## src/rtl/metronome_core.sv

```systemverilog
// metronome_core: BPM holder with button auto-repeat, phase-accumulator beat
// generator, measure sequencer with per-beat mask and accent, and a
// sequential binary-to-BCD converter for the seven-segment display.
module metronome_core #(
    parameter int CLK_HZ          = 50000000,
    parameter int BPM_MIN         = 20,
    parameter int BPM_MAX         = 300,
    parameter int BPM_INIT        = 60,
    parameter int MAX_BEATS       = 8,
    parameter int BEAT_W          = 3,
    parameter int REPEAT_DELAY_MS = 500,
    parameter int REPEAT_RATE_MS  = 100,
    parameter int CLICK_MS        = 50
) (
    input  logic                 clock_i,
    input  logic                 reset_n_i,
    input  logic                 run_i,
    input  logic [BEAT_W:0]      beats_i,
    input  logic [MAX_BEATS-1:0] beat_mask_i,
    input  logic                 inc_n_i,
    input  logic                 dec_n_i,
    output logic [9:0]           bpm_o,
    output logic [11:0]          bpm_bcd_o,
    output logic [BEAT_W-1:0]    beat_idx_o,
    output logic                 tick_o,
    output logic                 click_o,
    output logic                 accent_o
);

    // Derived timing constants, computed in 64 bits because CLK_HZ*60
    // overflows a 32-bit int at realistic clock rates.
    localparam longint LIMIT_L   = longint'(CLK_HZ) * 60;
    localparam int     ACC_W     = $clog2(LIMIT_L + BPM_MAX);
    localparam longint DELAY_L   = longint'(REPEAT_DELAY_MS) * CLK_HZ / 1000;
    localparam longint RATE_L    = longint'(REPEAT_RATE_MS) * CLK_HZ / 1000;
    localparam longint CLICK_L   = longint'(CLICK_MS) * CLK_HZ / 1000;
    localparam longint RPT_MAX_L = (DELAY_L > RATE_L) ? DELAY_L : RATE_L;
    localparam int     RPT_W     = (RPT_MAX_L < 1) ? 1 : $clog2(RPT_MAX_L + 1);
    localparam int     CLICK_W   = (CLICK_L < 2) ? 1 : $clog2(CLICK_L + 1);

    localparam logic [ACC_W-1:0]   LIMIT_V      = ACC_W'(LIMIT_L);
    localparam logic [RPT_W-1:0]   DELAY_V      = RPT_W'(DELAY_L);
    localparam logic [RPT_W-1:0]   RATE_V       = RPT_W'(RATE_L);
    localparam logic [CLICK_W-1:0] CLICK_LAST_V = CLICK_W'(CLICK_L - 1);
    localparam logic [9:0]         BPM_MIN_V    = 10'(BPM_MIN);
    localparam logic [9:0]         BPM_MAX_V    = 10'(BPM_MAX);
    localparam logic [9:0]         BPM_INIT_V   = 10'(BPM_INIT);
    localparam logic [BEAT_W:0]    MAX_BEATS_V  = (BEAT_W+1)'(MAX_BEATS);

    typedef enum logic [1:0] {
        BTN_IDLE   = 2'd0,
        BTN_DELAY  = 2'd1,
        BTN_REPEAT = 2'd2
    } btn_state_e;

    genvar gi;

    // ------------------------------------------------------------------
    // Buttons: index 0 = increment, index 1 = decrement
    // ------------------------------------------------------------------
    logic [1:0] btn_n;
    logic       both_low;
    logic [1:0] step;

    assign btn_n    = {dec_n_i, inc_n_i};
    assign both_low = ~inc_n_i & ~dec_n_i;

    generate
        for (gi = 0; gi < 2; gi++) begin : g_btn
            btn_state_e       state_reg, state_next;
            logic [RPT_W-1:0] cnt_reg, cnt_next;
            logic             step_now;

            // Button FSM state and low-time counter
            always_ff @(posedge clock_i) begin
                if (!reset_n_i) begin
                    state_reg <= BTN_IDLE;
                    cnt_reg   <= '0;
                end else begin
                    state_reg <= state_next;
                    cnt_reg   <= cnt_next;
                end
            end

            // Step decision: immediate step, one after the hold delay, then periodic
            always_comb begin
                state_next = state_reg;
                cnt_next   = cnt_reg;
                step_now   = 1'b0;
                if (btn_n[gi] || both_low) begin
                    state_next = BTN_IDLE;
                    cnt_next   = '0;
                end else begin
                    case (state_reg)
                        BTN_IDLE: begin
                            step_now   = 1'b1;
                            state_next = BTN_DELAY;
                            cnt_next   = RPT_W'(1);
                        end
                        BTN_DELAY: begin
                            if (cnt_reg >= DELAY_V) begin
                                step_now   = 1'b1;
                                state_next = BTN_REPEAT;
                                cnt_next   = RPT_W'(1);
                            end else begin
                                cnt_next = cnt_reg + RPT_W'(1);
                            end
                        end
                        BTN_REPEAT: begin
                            if (cnt_reg >= RATE_V) begin
                                step_now = 1'b1;
                                cnt_next = RPT_W'(1);
                            end else begin
                                cnt_next = cnt_reg + RPT_W'(1);
                            end
                        end
                        default: begin
                            state_next = BTN_IDLE;
                            cnt_next   = '0;
                        end
                    endcase
                end
            end

            assign step[gi] = step_now;
        end
    endgenerate

    // ------------------------------------------------------------------
    // BPM register
    // ------------------------------------------------------------------
    logic [9:0] bpm_reg, bpm_next;

    // Saturating single-step adjust; the FSMs never step both at once
    always_comb begin
        bpm_next = bpm_reg;
        if (step[0] && (bpm_reg < BPM_MAX_V)) begin
            bpm_next = bpm_reg + 10'd1;
        end else if (step[1] && (bpm_reg > BPM_MIN_V)) begin
            bpm_next = bpm_reg - 10'd1;
        end
    end

    // BPM state
    always_ff @(posedge clock_i) begin
        if (!reset_n_i) begin
            bpm_reg <= BPM_INIT_V;
        end else begin
            bpm_reg <= bpm_next;
        end
    end

    // ------------------------------------------------------------------
    // Binary to BCD: one shift-add-3 iteration per cycle, 10 iterations
    // ------------------------------------------------------------------
    logic [21:0] dd_reg;
    logic [11:0] dd_adj;
    logic [21:0] dd_shift;
    logic [3:0]  dd_cnt_reg;
    logic        conv_busy_reg;
    logic [9:0]  src_reg;
    logic        src_valid_reg;
    logic [11:0] bcd_reg;
    logic        conv_start;

    generate
        for (gi = 0; gi < 3; gi++) begin : g_dabble
            assign dd_adj[4*gi +: 4] = (dd_reg[10+4*gi +: 4] >= 4'd5)
                                     ? dd_reg[10+4*gi +: 4] + 4'd3
                                     : dd_reg[10+4*gi +: 4];
        end
    endgenerate

    assign dd_shift   = {dd_adj, dd_reg[9:0]} << 1;
    // A new or changed BPM value (including the first after reset) restarts
    // the conversion, even one already in progress.
    assign conv_start = !src_valid_reg || (bpm_reg != src_reg);

    // Converter sequencing; the displayed value only changes on completion
    always_ff @(posedge clock_i) begin
        if (!reset_n_i) begin
            dd_reg        <= '0;
            dd_cnt_reg    <= '0;
            conv_busy_reg <= 1'b0;
            src_reg       <= '0;
            src_valid_reg <= 1'b0;
            bcd_reg       <= '0;
        end else if (conv_start) begin
            dd_reg        <= {12'd0, bpm_reg};
            dd_cnt_reg    <= '0;
            conv_busy_reg <= 1'b1;
            src_reg       <= bpm_reg;
            src_valid_reg <= 1'b1;
        end else if (conv_busy_reg) begin
            dd_reg     <= dd_shift;
            dd_cnt_reg <= dd_cnt_reg + 4'd1;
            if (dd_cnt_reg == 4'd9) begin
                bcd_reg       <= dd_shift[21:10];
                conv_busy_reg <= 1'b0;
            end
        end
    end

    // ------------------------------------------------------------------
    // Beat generator and measure sequencer
    // ------------------------------------------------------------------
    logic [ACC_W-1:0]   acc_reg;
    logic [ACC_W-1:0]   acc_sum;
    logic               wrap;
    logic               start_reg;
    logic               tick_reg;
    logic [BEAT_W-1:0]  idx_reg;
    logic               click_reg;
    logic               accent_reg;
    logic [CLICK_W-1:0] click_cnt_reg;
    logic [BEAT_W:0]    beats_eff;
    logic [BEAT_W:0]    idx_inc;
    logic [BEAT_W-1:0]  idx_next;
    logic               tick_next;

    assign acc_sum = acc_reg + ACC_W'(bpm_reg);
    assign wrap    = (acc_sum >= LIMIT_V);
    assign idx_inc = {1'b0, idx_reg} + (BEAT_W+1)'(1);

    // Effective beat count, next index and whether a beat starts this cycle
    always_comb begin
        beats_eff = beats_i;
        if (beats_i == '0) begin
            beats_eff = (BEAT_W+1)'(1);
        end else if (beats_i > MAX_BEATS_V) begin
            beats_eff = MAX_BEATS_V;
        end
        idx_next  = idx_reg;
        tick_next = 1'b0;
        if (start_reg) begin
            tick_next = 1'b1;
            idx_next  = '0;
        end else if (wrap) begin
            tick_next = 1'b1;
            idx_next  = (idx_inc >= beats_eff) ? '0 : idx_inc[BEAT_W-1:0];
        end
    end

    // Phase accumulator, start flag, tick and beat index
    always_ff @(posedge clock_i) begin
        if (!reset_n_i || !run_i) begin
            acc_reg   <= '0;
            start_reg <= 1'b1;
            tick_reg  <= 1'b0;
            idx_reg   <= '0;
        end else begin
            tick_reg <= tick_next;
            idx_reg  <= idx_next;
            if (start_reg) begin
                start_reg <= 1'b0;
            end else if (wrap) begin
                acc_reg <= acc_sum - LIMIT_V;
            end else begin
                acc_reg <= acc_sum;
            end
        end
    end

    // Click span: (re)armed by an audible tick, cut by a silent tick
    always_ff @(posedge clock_i) begin
        if (!reset_n_i || !run_i) begin
            click_reg     <= 1'b0;
            accent_reg    <= 1'b0;
            click_cnt_reg <= '0;
        end else if (tick_next) begin
            if (beat_mask_i[idx_next]) begin
                click_reg     <= 1'b1;
                accent_reg    <= (idx_next == '0);
                click_cnt_reg <= CLICK_LAST_V;
            end else begin
                click_reg     <= 1'b0;
                accent_reg    <= 1'b0;
                click_cnt_reg <= '0;
            end
        end else if (click_reg) begin
            if (click_cnt_reg == '0) begin
                click_reg  <= 1'b0;
                accent_reg <= 1'b0;
            end else begin
                click_cnt_reg <= click_cnt_reg - CLICK_W'(1);
            end
        end
    end

    assign bpm_o      = bpm_reg;
    assign bpm_bcd_o  = bcd_reg;
    assign beat_idx_o = idx_reg;
    assign tick_o     = tick_reg;
    assign click_o    = click_reg;
    assign accent_o   = accent_reg;

endmodule

```

## config.mk

```make
export PLATFORM = sky130hd
export DESIGN_NAME = metronome_core
export DESIGN_NICKNAME = d
export VERILOG_FILES = /design/src/rtl/metronome_core.sv
export SDC_FILE = /design/constraint.sdc
export NUM_CORES = 1
export LEC_CHECK = 0
export CORE_ASPECT_RATIO = 0.9
export CORE_UTILIZATION = 60
export CTS_CLUSTER_SIZE = 8
export DETAILED_ROUTE_END_ITERATION = 6
export PLACE_DENSITY = 0.79
export SYNTH_ARGS = -nofsm -noshare
export SYNTH_HDL_FRONTEND = slang
export SYNTH_SLANG_ARGS = --single-unit
```

## constraint.sdc

```tcl
create_clock -name clock_i -period 9.1 [get_ports clock_i]
set_clock_uncertainty 0.2 [all_clocks]
set_input_delay 2.73 -clock clock_i [delete_from_list [all_inputs] [get_ports clock_i]]
set_output_delay 2.73 -clock clock_i [all_outputs]
set_load 0.02 [all_outputs]
```

**Word-level counts from Yosys, hierarchy flattened**

Cells that the tools add are included.

- Word-level logic and storage cells: 137
- Register bits: 175
- Bits in writable memories: 0
- Memory bits (read-only): 0
- Memories: 0
- Latch bits: 0
- Output and inout port bits: 28
- Bits of input ports: 17

- $lt $le $gt $ge: 13
- Add/sub/neg operators: 12
- Multiplexer cells: 51
- Shifts and indexed selects: 0
- Reduce and logical (&&, ||, !) cells: 26
- Multipliers: 0
- Equality and inequality tests: 9
- Div/mod/pow operators: 0
- Bitwise gates (word level): 7

Operators by type and width:

| cell | count |
|---|---|
| one-hot mux 25 bit (3 select lines) | 2 |
| 2-to-1 mux 25 bit | 4 |
| 2-to-1 mux 22 bit | 4 |
| adder 25 x 1 -> 25 bit (second input constant) | 2 |
| >= comparator 25 x 23 -> 1 bit (second input constant) | 2 |
| >= comparator 25 bit (second input constant) | 2 |
| 2-to-1 mux 10 bit | 4 |
| adder 32 x 10 -> 32 bit | 1 |
| >= comparator 32 bit (second input constant) | 1 |
| 2-to-1 mux 32 bit | 1 |
| subtractor 32 bit (second input constant) | 1 |
| zero test 22 bit | 1 |
| subtractor 22 x 1 -> 22 bit (second input constant) | 1 |
| 2-to-1 mux 1 bit | 21 |
| 2-to-1 mux 4 bit | 4 |
| >= comparator 4 x 3 -> 1 bit (second input constant) | 3 |
| 2-to-1 mux 3 bit | 4 |
| one-hot mux 2 bit (3 select lines) | 2 |
| adder 10 x 1 -> 10 bit (second input constant) | 1 |
| greater-than comparator 10 x 5 -> 1 bit (second input constant) | 1 |
| < comparator 10 x 9 -> 1 bit (second input constant) | 1 |
| inequality test 10 bit | 1 |
| subtractor 10 x 1 -> 10 bit (second input constant) | 1 |
| adder 4 x 2 -> 4 bit (second input constant) | 2 |
| other kinds (25) | 51 |

**Depth between registers and ports, before layout**

- Depth after elaboration: 11
- Mapped depth: 23
- Depth with buffers taken out: 23

**Worst setup path before layout**

No wires, ideal clock.

- Path kind: input-to-reg
- Start: input port beats_i[1]
- End: register click_cnt_reg[0]
- Path slack: 3,288 ps
- Data required time: 8,763 ps
- Arrival time: 5,474 ps
- Stages: 14
- Path buffers: 1
- Library setup time: 137 ps
- Cells stage by stage: nor2_1 nor2_1 nor2_1 ha_1 nand2b_1 a21o_1 a21o_1 a211oi_1 nand2_1 mux2i_1 mux2_2 a222oi_1 buf_4 a211oi_1

- Cells in the longest elaborated chain, start to end: 11
- Elaborated cells on any way between the ends: 12
- Those cells by class: 2 x order compare; 9 x mux; 1 x reduce/logical

RTL lines:

| item | line | RTL |
|---|---|---|
| from (decl) | 18 | `input logic [BEAT_W:0] beats_i,` |
| greater-than comparator 4 bit | 230 | `end else if (beats_i > MAX_BEATS_V) begin` |
| 2-to-1 mux 4 bit | 230 |  |
| 2-to-1 mux 4 bit * | 228 | `if (beats_i == '0) begin` |
| >= comparator 4 bit * | 240 | `idx_next = (idx_inc >= beats_eff) ? '0 : idx_inc[BEAT_W-1:0];` |
| 2-to-1 mux 3 bit * | 240 |  |
| 2-to-1 mux 3 bit * | 238 | `end else if (wrap) begin` |
| 2-to-1 mux 3 bit * | 235 | `if (start_reg) begin` |
| binary-select mux 1 bit (select 3 bit) * | 271 | `if (beat_mask_i[idx_next]) begin` |
| 2-to-1 mux 1 bit (not written as such) * | 271 |  |
| 2-to-1 mux 22 bit * | 271 |  |
| 2-to-1 mux 22 bit * | 270 | `end else if (tick_next) begin` |
| to (signal assigned) | 285 | `click_cnt_reg <= click_cnt_reg - CLICK_W'(1);` |
| to (decl) | 215 | `logic [CLICK_W-1:0] click_cnt_reg;` |

Every way passes the cells marked *; elsewhere a longest branch is shown, timed or not. The select of a mux whose other input is x is not followed.
A chain may end at the register's enable or synchronous reset.

**Worst setup path in the final report**

- Start: input port beats_i[2]
- End: register click_cnt_reg[2]

The elaborated chain is that of the path after synthesis.

==> reports/metrics.csv <==
stage;metric;value;unit
finish;non-filler instance count after layout;1441;
synthesis;Synthesis Warnings;0;
setup_path;Worst Setup Path Type;in -> reg;
floorplanning;core area;16080;µm²
drt;Post-Route WL;19940;µm
synthesis;Synth async-reset ratio;0;%
finish;max reg flops;50;
drt;Vias;8272;
power_and_ir_drop;Sw Share;28.28;%
placement;HPWL after DPL;13670;µm
drt;Initial DRC Count;490;
synthesis;Post-synth EDFFs;0;
placement;PortBufs;44;
synthesis;post-synthesis cell area;9851;µm²
placement;Placed Area;10400;µm²
finish;final net count;1278;
cts;CTS Root Cell;clkbuf_16;
sta;# setup viols final;0;
power_and_ir_drop;Sequential Power Share;43.6;%
cts;clk sinks;175;
cts;worst skew pair latency;0.44;ns
sta;Fmax;0.1630;GHz
cts;CTS clk-pin slew, worst paths;0.07;ns
cts;CTS tree;yes;
finish;most common cell after layout, fill and taps aside;nor2_1;
placement;Final Wtd Congestion;0.8726;
floorplanning;Die Area;16940;µm²
setup_path;critical path peak fanout;12;
synthesis;cell count after synthesis;1201;
floorplanning;Initial Util;61.28;%
power_and_ir_drop;internal cell power;1.432;mW
sta;minimum clock period after layout;6.134;ns
synthesis;synthesized net count;1257;
floorplanning;# rows;44;
sta;Worst Max-Slew Pin Slew;1.196;ns
global_route;largest net degree at the start of global routing;65;
global_route;GRT Overall Usage;24.66;%
sta;Final Slew Violations;0;
sta;RSZ-0062 raised after global routing;false;
synthesis;Netlist cell types;72;
sta;Final Hold Viols;0;
finish;ratio of cells with drive above 1 in the final layout;5.186;%
power_and_ir_drop;sw power;564.6;µW
global_route;grt total ovfl;0;
floorplanning;I/O pin count;45;
power_and_ir_drop;leakage;3.978;nW
global_route;first-pass GRT wire length;33830;µm
min_path;Hold Path Class;reg -> reg;
drt;via/cell ratio;5.740;
floorplanning;chip height;123.6;µm
global_route;initial antenna violation count;0;
setup_path;CP arrival;6.25;ns
setup_path;critical path startpoint category;input pin;
power_and_ir_drop;pwr dens;181.2;nW/µm²
cts;Setup Buffers After CTS;0;
finish;Fillers;1308;
global_route;vias in the first global route;7564;
sta;final setup TNS;0;ns
cts;CTS Buf Count;17;
finish;fin util;68.53;%
sta;Tcrit/Tclk final;67.40;%
drt;# DRC;0;
drt;count of TritonRoute iterations in the first routing pass;5;
placement;dpl cells;1410;
sta;Slew headroom;19.82;%
power_and_ir_drop;maximum VDD drop;0.1555;mV
synthesis;register area share after synthesis;35.56;%
drt;wire per inst;13.84;µm
power_and_ir_drop;Clock power frac;37.9;%
status;status;finished clean;
flow_run;max_cap viols;0;
finish;most frequent cells in the layout;nor2_1 (176), dfxtp_1 (174), nand2_1 (97);
synthesis;Mapped Avg Cell Area;8.202;µm²
cts;CTS resizes;0;
setup_path;crit path capture type;flip-flop;
setup_path;CP required;9.21;ns
finish;multi-input logic area;5993;µm²
floorplanning;Chip Width;137.1;µm
power_and_ir_drop;combinational fraction of design power;18.5;%
sta;smallest hold slack;0.2577;ns
finish;Final Cell Area;11020;µm²
synthesis;Seq cells post-synth;175;
cts;CTS hold repair buffers;0;
finish;diode count;0;
finish;register area;3505;µm²
synthesis;Post-synth top flop;dfxtp_1;
finish;P&R area growth vs syn;11.84;%
cts;CTS HTree Levels;4;
cts;Clock Path Buffers;2;
drt;remaining antenna violation count after routing;0;
synth_stat cells (3+ instances only):
| library cell | n | area (µm²) |
|---|---|---|
| a21boi_0 | 4 | 30.03 |
| o31a_1 | 3 | 26.28 |
| xor2_1 | 56 | 490.5 |
| a211oi_1 | 21 | 157.7 |
| buf_4 | 4 | 30.03 |
| o21bai_1 | 5 | 37.54 |
| o21ai_0 | 40 | 200.2 |
| nor3b_1 | 6 | 45.04 |
| o211a_1 | 14 | 140.1 |
| clkbuf_1 | 38 | 142.6 |
| and2_1 | 15 | 93.84 |
| nand3_1 | 47 | 235.2 |
| o31ai_1 | 3 | 22.52 |
| mux2i_1 | 35 | 350.3 |
| inv_1 | 41 | 153.9 |
| nor4b_1 | 4 | 35.03 |
| or3_1 | 27 | 168.9 |
| a31oi_1 | 3 | 18.77 |
| nand4_1 | 27 | 168.9 |
| or4_1 | 3 | 22.52 |
| a21o_1 | 12 | 90.09 |
| nor3_1 | 31 | 155.2 |
| nor4_1 | 12 | 75.07 |
| nor3_2 | 3 | 30.03 |
| buf_2 | 5 | 25.02 |
| o21a_1 | 6 | 45.04 |
| xnor2_1 | 79 | 691.9 |
| nand2b_1 | 8 | 50.05 |
| dfxtp_1 | 175 | 3503 |
| ha_1 | 37 | 462.9 |
| a21oi_1 | 71 | 355.3 |
| nand3b_1 | 4 | 30.03 |
| and3_1 | 16 | 100.1 |
| o211ai_1 | 5 | 37.54 |
| nor2b_1 | 17 | 106.4 |
| nor2_1 | 176 | 660.6 |
| nand2_1 | 97 | 364.1 |
| or2_2 | 6 | 37.54 |
final cells by class:
class	instances	share of cell area, %
clock buffer	20	4.145
clock inverter	11	1.420
inverter	41	1.397
multi-input combinational	936	54.40
sequential	175	31.81
tap	207	2.351
timing repair buffer	51	4.475
critical path: stages:
cell	delay, ns
clkdlybuf4s50_1	0.48
nor2_1	0.05
nor2_1	0.10
nor2_1	0.05
ha_1	0.26
nand2b_1	0.14
a21o_1	0.17
a21o_1	0.17
a211oi_1	0.57
nand2_1	0.14
mux2i_1	0.29
mux2_2	0.39
a222oi_1	0.37
buf_4	0.26
a211oi_1	0.07
power groups by stage:
stage	Clock [mW]	Sequential (mW)	Combinational [mW]
6_report	0.757	0.871	0.369
5_1_grt	0.800	0.877	0.415
4_1_cts	0.765	0.871	0.370
3_5_place_dp	0	0.888	0.366
3_3_place_gp	0	0.887	0.353
2_1_floorplan	0	0.883	0.264
per-stage QoR:
| step | worst slack (ns) | total power, mW |
|---|---|---|
| after floorplan | 3.288 | 1.147 |
| after global placement | 2.683 | 1.240 |
| after detailed placement | 2.587 | 1.254 |
| after CTS | 3.047 | 2.006 |
| after global routing | 2.730 | 2.093 |
| final | 2.966 | 1.996 |
logic make-up (layout without fill, tap and decap cells):
logic type      count (synthesis)  after routing  share of synthesized area (%)
flops                         175            175                          35.56
xor+xnor                      135            135                          12.00
fa+ha+maj                      39             39                          5.106
mux                            37             37                          3.785
compound gates                219            219                          15.03
simple gates                  506            506                          24.87
buf+inv                        90            123                          3.645
path summary, 6_finish.rpt:
check / to / startpoint / slack, ns / cells past startpoint
hold / removal: click_cnt_reg[12] / click_cnt_reg[12] / 0.26 / 2
hold reg to reg: click_cnt_reg[12] / click_cnt_reg[12] / 0.26 / 2
setup / recovery: click_cnt_reg[2] / beats_i[2] / 2.97 / 15
setup reg to reg: click_cnt_reg[2] / bpm_o[0] / 3.12 / 16
metal layers:
layer	vias up	wire length [µm]	track usage (%)
met5	-	0	0
met2	124	9111	41.04
met1	3900	9884	32.45
met3	15	710	4.674
met4	0	234	7.143
li1	4233	-	-
Note: power is estimated with default switching activity, not from simulation.
